**src/rtl/uart_rx_string_if.sv**
```systemverilog
// uart_rx_string_if: serial input, rate select and receive/match outputs of the string receiver
interface uart_rx_string_if;
   logic       Rs232_Rx;
   logic [2:0] baud_set;
   logic [7:0] data_byte;
   logic       Rx_Done;
   logic       frame_err;
   logic       match;
   logic       led;
   logic       uart_state;
   modport master (output Rs232_Rx, baud_set, input data_byte, Rx_Done, frame_err, match, led, uart_state);
   modport slave  (input Rs232_Rx, baud_set, output data_byte, Rx_Done, frame_err, match, led, uart_state);
endinterface

```
**src/rtl/uart_rx_string.sv**
```systemverilog
// uart_rx_string: 8N1 UART receiver with selectable baud that flags reception of "HELLO\n"
module uart_rx_string #(
   parameter int CLK_FREQ = 50_000_000
) (
   input  logic            Clk,
   input  logic            Rst_n,
   uart_rx_string_if.slave u
);
   typedef enum logic [2:0] {IDLE, START, DATA, STOP, WAIT_HIGH} state_t;
   localparam logic [31:0] BP0 = 32'(CLK_FREQ / 9600);
   localparam logic [31:0] BP1 = 32'(CLK_FREQ / 19200);
   localparam logic [31:0] BP2 = 32'(CLK_FREQ / 38400);
   localparam logic [31:0] BP3 = 32'(CLK_FREQ / 57600);
   localparam logic [31:0] BP4 = 32'(CLK_FREQ / 115200);
   localparam logic [47:0] STR = 48'h48_45_4C_4C_4F_0A;
   state_t      state_q, state_d;
   logic [2:0]  sync_q, sync_d;
   logic [2:0]  baud_q, baud_d;
   logic [31:0] cnt_q, cnt_d;
   logic [2:0]  bit_q, bit_d;
   logic [7:0]  shift_q, shift_d;
   logic [7:0]  data_q, data_d;
   logic        done_q, done_d;
   logic        ferr_q, ferr_d;
   logic        match_q, match_d;
   logic        led_q, led_d;
   logic [2:0]  idx_q, idx_d;
   logic [31:0] bp;
   logic [47:0] str_sh;
   logic        rx, fall, tick, hit;
   always_ff @(posedge Clk or negedge Rst_n) begin
      if (!Rst_n) begin
         state_q <= IDLE;
         sync_q  <= 3'b111;
         baud_q  <= 3'd0;
         cnt_q   <= 32'd0;
         bit_q   <= 3'd0;
         shift_q <= 8'h00;
         data_q  <= 8'h00;
         done_q  <= 1'b0;
         ferr_q  <= 1'b0;
         match_q <= 1'b0;
         led_q   <= 1'b0;
         idx_q   <= 3'd0;
      end else begin
         state_q <= state_d;
         sync_q  <= sync_d;
         baud_q  <= baud_d;
         cnt_q   <= cnt_d;
         bit_q   <= bit_d;
         shift_q <= shift_d;
         data_q  <= data_d;
         done_q  <= done_d;
         ferr_q  <= ferr_d;
         match_q <= match_d;
         led_q   <= led_d;
         idx_q   <= idx_d;
      end
   end
   // sync_q[1:0] is the two-flop synchronizer, sync_q[2] the edge-detect delay
   always_comb begin
      sync_d = {sync_q[1:0], u.Rs232_Rx};
      rx     = sync_q[1];
      fall   = sync_q[2] & ~sync_q[1];
      bp     = baud_q == 3'd1 ? BP1 : baud_q == 3'd2 ? BP2 : baud_q == 3'd3 ? BP3 : baud_q == 3'd4 ? BP4 : BP0;
      tick   = cnt_q == (state_q == START ? bp >> 1 : bp) - 32'd1;
   end
   always_comb begin
      state_d = state_q;
      cnt_d   = cnt_q + 32'd1;
      bit_d   = bit_q;
      shift_d = shift_q;
      data_d  = data_q;
      baud_d  = baud_q;
      done_d  = 1'b0;
      ferr_d  = 1'b0;
      case (state_q)
         IDLE: begin
            cnt_d = 32'd0;
            if (fall) begin
               state_d = START;
               bit_d   = 3'd0;
               baud_d  = u.baud_set;
            end
         end
         START: if (tick) begin
            cnt_d   = 32'd0;
            state_d = rx ? IDLE : DATA;
         end
         DATA: if (tick) begin
            cnt_d   = 32'd0;
            shift_d = {rx, shift_q[7:1]};
            bit_d   = bit_q + 3'd1;
            state_d = bit_q == 3'd7 ? STOP : DATA;
         end
         STOP: if (tick) begin
            cnt_d   = 32'd0;
            state_d = rx ? IDLE : WAIT_HIGH;
            data_d  = rx ? shift_q : data_q;
            done_d  = rx;
            ferr_d  = ~rx;
         end
         WAIT_HIGH: begin
            cnt_d   = 32'd0;
            state_d = rx ? IDLE : WAIT_HIGH;
         end
         default: state_d = IDLE;
      endcase
   end
   // matcher advances on each completed byte; a stray 'H' restarts at index 1
   always_comb begin
      str_sh  = STR << {idx_q, 3'b000};
      hit     = data_q == str_sh[47:40];
      match_d = done_q & hit & (idx_q == 3'd5);
      led_d   = led_q ^ match_d;
      idx_d   = ferr_q ? 3'd0 : !done_q ? idx_q : hit ? (idx_q == 3'd5 ? 3'd0 : idx_q + 3'd1) : data_q == 8'h48 ? 3'd1 : 3'd0;
   end
   assign u.data_byte  = data_q;
   assign u.Rx_Done    = done_q;
   assign u.frame_err  = ferr_q;
   assign u.match      = match_q;
   assign u.led        = led_q;
   assign u.uart_state = state_q != IDLE;
endmodule
```
**src/flat_wrapper.sv**
```systemverilog
// flat-port wrapper written by rule: the top's interface ports become plain ports
module uart_rx_string_flat 
#(
   parameter int CLK_FREQ = 50_000_000
)
  (Clk, Rst_n, u_Rs232_Rx, u_baud_set, u_data_byte, u_Rx_Done, u_frame_err, u_match, u_led, u_uart_state);
  uart_rx_string_if u_i ();
  input  logic Clk;
  input  logic Rst_n;
  input wire logic [$bits(u_i.Rs232_Rx)-1:0] u_Rs232_Rx;
  input wire logic [$bits(u_i.baud_set)-1:0] u_baud_set;
  output wire logic [$bits(u_i.data_byte)-1:0] u_data_byte;
  output wire logic [$bits(u_i.Rx_Done)-1:0] u_Rx_Done;
  output wire logic [$bits(u_i.frame_err)-1:0] u_frame_err;
  output wire logic [$bits(u_i.match)-1:0] u_match;
  output wire logic [$bits(u_i.led)-1:0] u_led;
  output wire logic [$bits(u_i.uart_state)-1:0] u_uart_state;
  assign u_i.Rs232_Rx = u_Rs232_Rx;
  assign u_i.baud_set = u_baud_set;
  assign u_data_byte = u_i.data_byte;
  assign u_Rx_Done = u_i.Rx_Done;
  assign u_frame_err = u_i.frame_err;
  assign u_match = u_i.match;
  assign u_led = u_i.led;
  assign u_uart_state = u_i.uart_state;
  uart_rx_string #(.CLK_FREQ(CLK_FREQ)) u_core (.Clk(Clk), .Rst_n(Rst_n), .u(u_i));
endmodule
```
**config.mk**
```make
export PLATFORM = sky130hd
export DESIGN_NAME = uart_rx_string_flat
export DESIGN_NICKNAME = d
export VERILOG_FILES = /design/src/rtl/uart_rx_string_if.sv /design/src/rtl/uart_rx_string.sv /design/src/flat_wrapper.sv
export SDC_FILE = /design/constraint.sdc
export NUM_CORES = 1
export LEC_CHECK = 0
export CORE_MARGIN = 5
export CORE_UTILIZATION = 40
export DETAILED_ROUTE_END_ITERATION = 8
export HOLD_SLACK_MARGIN = 0.12
export PLACE_DENSITY = 0.57
export SETUP_SLACK_MARGIN = 0.02
export SLEW_MARGIN = 20
export SYNTH_ARGS = -nofsm -noshare
export SYNTH_HDL_FRONTEND = slang
export SYNTH_SLANG_ARGS = --single-unit
```
**constraint.sdc**
```tcl
create_clock -name Clk -period 11.6 [get_ports Clk]
set_input_delay 1.16 -clock Clk [delete_from_list [all_inputs] [get_ports Clk]]
set_output_delay 1.16 -clock Clk [all_outputs]
set_load 0.01 [all_outputs]
```
==> impl_metrics.yaml, run 1 <==
run_status:
  outcome: "completed"
clock_network:
  root_buffer: "clkbuf_8"
  cts_tree: "yes"
  cts.clk_slew.worst_paths_ns: 0.07
  clk_path_buf_depth: 2
  h-tree-depth: 3
  cts_resized: 0
  cts_buffers: 9
  postCtsHoldBufs: 0
  cts_sinks: 67
  clk_latency_ns: 0.34
  postCtsSetupBuffers: 0
global_route:
  grt_overflow: 0
  grt_pass1_wl_um: 14730
  antenna_found_initial: 0
  track_usage_pct: 15.68
  grt_max_degree: 48
  grt_pass1_vias: 2956
setup_path:
  slowest_delay_ns: 0.71
  startpoint_type: "register"
  crit_required_ns: 11.82
  worst-path-buf-inv: 0
  rr_endpoint: "u_core.u.data_byte[1]$_DFFE_PN0P_"
  endpoint_kind: "register"
  reg2reg_from: "u_core.state_q[1]$_DFFE_PN0P_"
  ff2ff_path_depth: 9
  worstPathArrival_ns: 4.67
  crit_fanout: 17
  cp_top_family: "simple AND/OR/NAND/NOR gates"
  crit_type: "reg2reg"
  slowest_stage: "or3b_1"
  r2r_slack_ns: 7.15
  crit_chain: "or3b_1 > or3_1 > ha_1 > nor4bb_1 > o211a_1 > or4_4 > nor4_4 > and3_1 > mux2_1"
synthesis:
  synthArstFlopShare_pct: 100.0
  synth_largest_area_cell: "dfrtp_1"
  yosysWarnings: 0
  synth-seq-area-share_pct: 42.42
  yosys.area.top_type_share_pct: 40.43
  synth.distinct_cells: 62
  synth.avg_cell_area_um2: 9.387
  synth-edff-count: 0
  synthTopCellsByCount: "dfrtp_1, nor2_1, nand2_1, nor3_1"
  yosys-top-cells-area: "dfrtp_1, nor2_1, xor2_1"
  synth_ff_type: "dfrtp_1"
  synth-seq-cells: 67
  syn_inst: 422
  syn-num-nets: 433
  syn_area_um2: 3961
  synth_most_common_cell: "dfrtp_1"
floorplanning:
  dieArea_um2: 11990
  rows: 36
  die_x_um: 109.5
  initial_core_util_pct: 40.72
  core-area_um2: 9729
  pin_count: 19
  die_height_um: 109.5
worst_hold_path:
  holdPathEnd: "u_core.sync_q[1]$_DFF_PN1_"
  hold_start: "u_core.sync_q[0]$_DFF_PN1_"
  hp-class: "reg2reg"
  hold_depth: 0
placed_design:
  post_dp_cell_area_um2: 4204
  dp_hpwl_um: 6204
  port_buffers: 18
  gp_congestion: 0.8988
sta:
  fmax_mhz: 224.6
  tightest_slew_ns: 0.8610
  hold_violations: 0
  finalCriticalPeriod_ns: 4.452
  slew_violations: 0
  rsz0062_at_grt: "no"
  fin_tns_setup_ns: 0
  slew_headroom_pct: 42.60
  skew_ns: 0.01265
  report.final.setup_viol: 0
  timing.final.crit_share_pct: 38.38
run:
  drv_cap: 0
route:
  firstDrtPassIters: 4
  drc_errors: 0
  num_vias: 3149
  via_per_inst: 5.583
  drt_iter0_markers: 166
  postRouteAntennaNets: 0
  drt-wirelength-per-cell_um: 15.64
  routed_wl_um: 8822
power_and_ir_drop:
  seqPwrFrac_pct: 43.7
  clkPwrFrac_pct: 31.5
  peakVddDrop_uv: 65.91
  swShare_pct: 33.15
  p_int_uw: 444.4
  leakage_nw: 1.928
  p_comb_share_pct: 24.7
  p_per_area_nw_per_um2: 150.6
  switchingPower_uw: 220.4
  power_uw: 664.7
layout:
  stdcell_area_um2: 4414
  final_layout_size_suffix_gt1_share_pct: 9.513
  nNetsFinal: 437
  area_growth_syn_to_layout_pct: 11.43
  diodes: 0
[cell usage in the layout, fill, tap and decap left out, drive strengths merged, types with 4 or more instances in the layout]
cell type and count:
mux2i 5, xor2 18, mux2 20, or4 4, a31oi 6, clkbuf 11
clkdlybuf4s50 17, nor2b 6, inv 10, nor4 16, nor3b 5, nand2 34
nor3 26, dfrtp 64, and3 11, nand2b 4, nor2 47, xnor2 17
o21ai 10, a21oi 13, o211ai 4, nand3 8, nor4b 4, nand4 16
ha 5
[worst reg2reg max path, cell delays in order, from the launching register on]
cell and delay [ns]:
dfrtp_1 0.58, or3b_1 0.71, or3_1 0.47, ha_1 0.25, nor4bb_1 0.16, o211a_1 0.27
or4_4 0.54, nor4_4 0.49, and3_1 0.48, mux2_1 0.37
[per-layer routing]
| metal | up-vias | GRT usage (%) | routed length (µm) | part of all wire [%] |
|---|---|---|---|---|
| met5 | - | 0 | 0 | 0 |
| met4 | 0 | 6.411 | 172 | 1.9 |
| met3 | 17 | 3.347 | 356 | 4.0 |
| met2 | 67 | 23.41 | 3958 | 45 |
| met1 | 1538 | 22.07 | 4335 | 49 |
| li1 | 1527 | - | - | - |
[metrics by stage]
step                      util (%)  hold WS (ns)  setup slack, ns  cells
after floorplan                  -        0.3452            7.859    422
after global placement       43.21        0.3483            7.276    548
after detailed placement     43.21        0.3537            7.153    548
after CTS                    45.37        0.3639            7.146    564
after global routing         45.37        0.3718            6.917    564
final                        45.37        0.3610            7.148    564
[layout make-up]
class                      count  area (µm²)
sequential                    67        1680
multi-input combinational    318        2130
inverter                      10       37.54
timing repair buffer          20       190.2
clock buffer                  11       131.4
clock inverter                 5       78.83
tap                          133       166.4
fill                         963        5315
[registers in the layout (all words and copies together), names as in the netlist]
| name | cells |
|---|---|
| u_core.shift_q | 8 |
| u_core.u.led | 1 |
| u_core.idx_q | 3 |
| u_core.u.Rx_Done | 1 |
| u_core.baud_q | 3 |
| u_core.cnt_q | 32 |
| u_core.state_q | 3 |
| u_core.sync_q | 3 |
| u_core.u.data_byte | 8 |
| u_core.u.match | 1 |
| u_core.u.frame_err | 1 |
| u_core.bit_q | 3 |
[worst max-delay path by stage]
stage,startpoint,cells past startpoint,slack (ns),endpoint
6_report,u_core.state_q[1]$_DFFE_PN0P_,9,7.15,u_core.u.data_byte[1]$_DFFE_PN0P_
5_1_grt,u_core.state_q[1]$_DFFE_PN0P_,9,6.92,u_core.u.data_byte[1]$_DFFE_PN0P_
4_1_cts,u_core.state_q[1]$_DFFE_PN0P_,9,7.15,u_core.u.data_byte[1]$_DFFE_PN0P_
3_5_place_dp,u_core.state_q[1]$_DFFE_PN0P_,9,7.15,u_core.u.data_byte[1]$_DFFE_PN0P_
3_3_place_gp,u_core.state_q[1]$_DFFE_PN0P_,9,7.28,u_core.u.data_byte[5]$_DFFE_PN0P_
2_1_floorplan,u_core.state_q[1]$_DFFE_PN0P_,12,7.86,u_core.u.data_byte[0]$_DFFE_PN0P_
[cell families (layout without fill, tap and decap cells)]
family,count (synthesis),after routing,synth area share (%)
compound gates,53,53,8.939
xor+xnor,35,35,7.738
fa+ha+maj,5,5,1.579
buf+inv,37,46,3.885
flops,67,67,42.42
mux,25,25,6.949
other cells,1,1,0.09467
simple gates,199,199,28.40
[power groups by stage]
| stage | combinational, mW | sequential (mW) | clock, mW |
|---|---|---|---|
| 2_1_floorplan | 0.149 | 0.270 | 0 |
| 3_3_place_gp | 0.162 | 0.295 | 0 |
| 3_5_place_dp | 0.164 | 0.295 | 0 |
| 4_1_cts | 0.164 | 0.290 | 0.216 |
| 5_1_grt | 0.184 | 0.295 | 0.227 |
| 6_report | 0.164 | 0.291 | 0.209 |
Power figures use the tool's default switching activity.
==> inputs of run 2 (changes only) <==
==> constraint.sdc (replaced) <==
create_clock -name Clk -period 4.2 [get_ports Clk]
set_input_delay 0.42 -clock Clk [delete_from_list [all_inputs] [get_ports Clk]]
set_output_delay 0.42 -clock Clk [all_outputs]
set_load 0.01 [all_outputs]
==> run 2 against run 1 <==
Compared with the run above: final cell count is 2.1% higher; setup slack lost 6.6 ns; sequential cell count unchanged; fmax increased by 21%; largest cell class unchanged.
==> impl_metrics.yaml, run 2 (synthesis gave the netlist of run 1 again) <==
run_status:
  outcome: "completed"
floorplanning:
  core-area_um2: 9729
  rows: 36
  die_height_um: 109.5
  pin_count: 19
  initial_core_util_pct: 40.72
  die_x_um: 109.5
  dieArea_um2: 11990
global_route:
  grt_pass1_vias: 3050
  antenna_found_initial: 0
  grt_max_degree: 55
  grt_pass1_wl_um: 15350
  grt_overflow: 0
  track_usage_pct: 16.16
layout:
  final_cell_mix: "dfrtp_1, nor2_1, nand2_1"
  top_register: "u_core.cnt_q"
  largest_reg_flops: 32
  area_growth_syn_to_layout_pct: 12.60
  multiInputGateArea_um2: 2130
  nNetsFinal: 449
  final_layout_size_suffix_gt1_share_pct: 11.51
  final_util_pct: 45.85
  layout_commonest_cell: "dfrtp_1"
  diodes: 0
  register_area_um2: 1680
  n_fill_cell: 996
  stdcell_area_um2: 4461
clock_network:
  clk_path_buf_depth: 2
  clk_latency_ns: 0.34
  root_buffer: "clkbuf_8"
  cts_buffers: 9
  cts_tree: "yes"
  h-tree-depth: 3
  cts.clk_slew.worst_paths_ns: 0.07
  cts_resized: 0
  cts_sinks: 67
power_and_ir_drop:
  leakage_nw: 1.956
  p_per_area_nw_per_um2: 391.8
  peakVddDrop_uv: 155.1
worst_hold_path:
  hp-class: "reg2reg"
route:
  routed_wl_um: 8913
  drt_iter0_markers: 165
  drc_errors: 0
  firstDrtPassIters: 4
  postRouteAntennaNets: 0
  drt-wirelength-per-cell_um: 15.47
  num_vias: 3180
  via_per_inst: 5.521
placed_design:
  post_dp_cell_area_um2: 4287
  port_buffers: 18
  dp_slack_ns: 0.5492
  dp_hpwl_um: 6237
  gp_congestion: 0.8464
setup_path:
  crit_chain: "buf_4 > nand4bb_1 > a21oi_1 > nor2_1 > ha_1 > nor4bb_1 > o211a_1 > or4_4 > nor4_4 > buf_4 > and3_1 > mux2_1"
  slowest_delay_ns: 0.56
  crit_top_cell: "buf_4"
  crit_fanout: 12
  slowest_stage: "dfrtp_1"
  crit_type: "reg2reg"
  worstPathArrival_ns: 3.89
  startpoint_type: "register"
  endpoint_kind: "register"
  crit_required_ns: 4.41
sta:
  fmax_mhz: 271.5
  fin_ws_ns: 0.5172
  slew_violations: 0
  timing.final.crit_share_pct: 87.69
  skew_ns: 0.01418
  slew_headroom_pct: 51.24
  tightest_slew_ns: 0.7213
  fin_tns_setup_ns: 0
  finalCriticalPeriod_ns: 3.683
  hold_violations: 0
  report.final.setup_viol: 0
  rsz0062_at_grt: "no"
run:
  drv_cap: 0
-- run 2: changes by cell type in the layout (fill, tap and decap cells not counted), sizes merged --
cell,change
buf,+11
bufinv,-2
clkinv,-2
clkinvlp,+2
clkbuf,+1
dlygate4sd3,+1
inv,+1
-- run 2: area by class of cell --
class                      count  area share (%)
clock inverter                 4          0.6452
timing repair buffer          32           6.339
clock buffer                  12           3.029
tap                          133           3.731
sequential                    67           37.67
inverter                      10          0.8415
multi-input combinational    318           47.74
-- run 2: timing repair --
action,CTS,global route
setup buffers,0,0
hold endpoints to repair,13,0
hold buffers,1,0
-- run 2: per-layer routing --
layer | GRT usage, % | part of all wire, % | vias up
li1 | - | - | 1562
met1 | 23.37 | 50 | 1549
met2 | 24.76 | 45 | 65
met3 | 3.582 | 4.2 | 4
met4 | 3.651 | 0.62 | 0
met5 | 0 | 0 | -
-- run 2: final timing paths --
kind,start,to,slack (ns),cells after the start
max in group asynchronous,Rst_n,u_core.cnt_q[30]$_DFF_PN0_,2.70,3
min in group asynchronous,Rst_n,u_core.u.match$_DFF_PN0_,0.50,2
worst max register to register,u_core.baud_q[0]$_DFFE_PN0P_,u_core.u.data_byte[4]$_DFFE_PN0P_,0.52,12
worst min-delay path,u_core.sync_q[0]$_DFF_PN1_,u_core.sync_q[1]$_DFF_PN1_,0.36,0
worst min register to register,u_core.sync_q[0]$_DFF_PN1_,u_core.sync_q[1]$_DFF_PN1_,0.36,0
worst max-delay path,u_core.baud_q[0]$_DFFE_PN0P_,u_core.u.data_byte[4]$_DFFE_PN0P_,0.52,12
-- run 2: where the power goes --
group,total (mW),internal (mW),switching (mW)
combinational,0.500,0.218,0.283
clock,0.466,0.216,0.250
sequential,0.782,0.694,0.0877
total,1.75,1.13,0.620
-- run 2: worst max-delay path: cells and delay by family (launching register included) --
| family | cells | cell delay (ns) |
|---|---|---|
| and+or+nand+nor | 6 | 1.56 |
| DFF | 1 | 0.56 |
| AOI/OAI and AO/OA | 2 | 0.44 |
| buffers and inverters | 2 | 0.42 |
| muxes | 1 | 0.37 |
| adders and majority gates | 1 | 0.21 |
-- run 2: stage by stage --
stage | total power [mW] | hold WS (ns) | instances
floorplan | 1.159 | 0.1244 | 422
global placement | 1.281 | 0.3343 | 559
CTS | 1.767 | 0.3592 | 576
global route | 1.879 | 0.3655 | 576
finish | 1.748 | 0.3575 | 576
detailed placement | 1.291 | 0.3348 | 559
==> inputs of run 3 (changes only) <==
--- a/config.mk
+++ b/config.mk
@@ -5,9 +5,10 @@
 export SDC_FILE = /design/constraint.sdc
 export NUM_CORES = 1
 export LEC_CHECK = 0
-export CORE_MARGIN = 5
+export CORE_MARGIN = 4
 export CORE_UTILIZATION = 40
 export DETAILED_ROUTE_END_ITERATION = 8
+export GPL_TIMING_DRIVEN = 1
 export HOLD_SLACK_MARGIN = 0.12
 export PLACE_DENSITY = 0.57
 export SETUP_SLACK_MARGIN = 0.02
==> run 3 against run 2 <==
Compared with the run above: first-iteration DRC count fell by 29%; sequential cell count did not move; global-route usage rose by 0.22 points; die area fell by 3.6%; power rose by 3.2%; final cell count fell by 0.52%; via count fell by 1.9%; worst hold slack got worse by 0.16 ns; count of clock-buffer cells in the layout fell by 1; largest cell class unchanged; cell area rose by 0.14%; register-to-register slack got worse by 0.21 ns; fmax fell by 5.5%.
==> impl_metrics.yaml, run 3 (synthesis gave the netlist of run 1 again) <==
run_status:
  outcome: "completed"
setup_path:
  slowest_stage: "dfrtp_1"
  rr_endpoint: "u_core.u.data_byte[4]$_DFFE_PN0P_"
  startpoint: "u_core.baud_q[1]$_DFFE_PN0P_"
  crit_type: "reg2reg"
  cp_num_cells: 11
  worst-path-buf-inv: 0
  worstPathArrival_ns: 4.12
  cp_top_family: "simple AND/OR/NAND/NOR gates"
  crit_top_cell: "nor2_1"
  slowest_delay_ns: 0.65
  crit_required_ns: 4.43
  crit_chain: "nor2_1 > nand2_1 > nor2_1 > nor2_1 > ha_1 > nor4bb_1 > nor4_1 > or4_4 > nor4_4 > and3_1 > mux2_1"
  setup.worst_path.end: "u_core.u.data_byte[4]$_DFFE_PN0P_"
  reg2reg_from: "u_core.baud_q[1]$_DFFE_PN0P_"
  ff2ff_path_depth: 11
  startpoint_type: "register"
  crit_fanout: 15
  endpoint_kind: "register"
  r2r_slack_ns: 0.30
global_route:
  grt_pass1_vias: 3013
  grt_max_degree: 42
  antenna_found_initial: 0
  track_usage_pct: 16.38
  grt_pass1_wl_um: 14970
  grt_overflow: 0
route:
  routed_wl_um: 8683
  drc_errors: 0
  num_vias: 3120
  postRouteAntennaNets: 0
  firstDrtPassIters: 4
  via_per_inst: 5.445
  drt-wirelength-per-cell_um: 15.15
  drt_iter0_markers: 117
sta:
  slew_headroom_pct: 39.14
  fmax_mhz: 256.7
  timing.final.crit_share_pct: 92.76
  tightest_slew_ns: 0.9129
  skew_ns: 0.01687
  report.final.setup_viol: 0
  rsz0062_at_grt: "no"
  finalCriticalPeriod_ns: 3.896
  fin_tns_setup_ns: 0
  hold_violations: 0
  fin_ws_ns: 0.3043
  slew_violations: 0
run:
  drv_cap: 0
clock_network:
  postCtsSetupBuffers: 0
  clk_latency_ns: 0.35
  cts_buffers: 9
  root_buffer: "clkbuf_8"
  cts.clk_slew.worst_paths_ns: 0.08
  cts_sinks: 67
  clk_path_buf_depth: 2
  postCtsHoldBufs: 0
  h-tree-depth: 3
  cts_resized: 0
  cts_tree: "yes"
layout:
  final_cell_mix: "dfrtp_1, nor2_1, nand2_1"
  final_util_pct: 45.91
  register_area_um2: 1680
  nNetsFinal: 446
  layout_commonest_cell: "dfrtp_1"
  final_cells: 573
  largest_reg_flops: 32
  area_growth_syn_to_layout_pct: 12.76
  multiInputGateArea_um2: 2130
  diodes: 0
  top_register: "u_core.cnt_q"
  n_fill_cell: 964
  final_layout_size_suffix_gt1_share_pct: 11.59
floorplanning:
  rows: 36
  pin_count: 19
  initial_core_util_pct: 40.72
  core-area_um2: 9729
  die_height_um: 107.5
  die_x_um: 107.5
  dieArea_um2: 11560
placed_design:
  dp.cells: 557
  dp_hpwl_um: 6244
  port_buffers: 18
  gp_congestion: 0.8692
  dp_slack_ns: 0.3758
power_and_ir_drop:
  p_per_area_nw_per_um2: 403.9
  peakVddDrop_uv: 168.1
  power_mw: 1.804
  leakage_nw: 1.967
worst_hold_path:
  hp-class: "in2async"
## run 3: report_power, final
| group | internal (mW) | total (mW) | switching [mW] | leakage (nW) |
|---|---|---|---|---|
| logic | 0.214 | 0.487 | 0.273 | 0.968 |
| clock network | 0.288 | 0.532 | 0.244 | 0.103 |
| registers | 0.694 | 0.785 | 0.0907 | 0.896 |
## run 3: area by class of cell
cell class / count / share of cell area [%]
clock buffers: 11 / 3.165
clock inverters: 5 / 1.204
inverters: 10 / 0.8403
multi-input cells: 318 / 47.68
flip-flops and latches: 67 / 37.62
well taps: 133 / 3.726
repair buffers: 29 / 5.770
## run 3: metal layers
metal | global-route usage (%) | share of wire [%] | vias up
met5 | 0 | 0 | -
met4 | 5.951 | 1.9 | 0
met3 | 4.679 | 4.5 | 14
met2 | 23.98 | 45 | 60
met1 | 23.02 | 49 | 1500
li1 | - | - | 1546
## run 3: worst min path at each step
stage | from | to | slack (ns) | cells after the start
final | Rst_n | u_core.u.match$_DFF_PN0_ | 0.19 | 1
after global routing | Rst_n | u_core.u.led$_DFF_PN0_ | 0.26 | 1
after CTS | Rst_n | u_core.u.led$_DFF_PN0_ | 0.22 | 1
after detailed placement | u_core.sync_q[0]$_DFF_PN1_ | u_core.sync_q[1]$_DFF_PN1_ | 0.35 | 0
after global placement | u_core.sync_q[0]$_DFF_PN1_ | u_core.sync_q[1]$_DFF_PN1_ | 0.35 | 0
after floorplan | Rst_n | u_core.baud_q[0]$_DFFE_PN0P_ | 0.12 | 0
## run 3: through the flow
step | hold WS [ns] | cell area [µm²]
6_report | 0.1947 | 4467
5_1_grt | 0.2601 | 4467
4_1_cts | 0.2244 | 4467
3_5_place_dp | 0.3493 | 4272
3_3_place_gp | 0.3465 | 4272
2_1_floorplan | 0.1244 | 3961
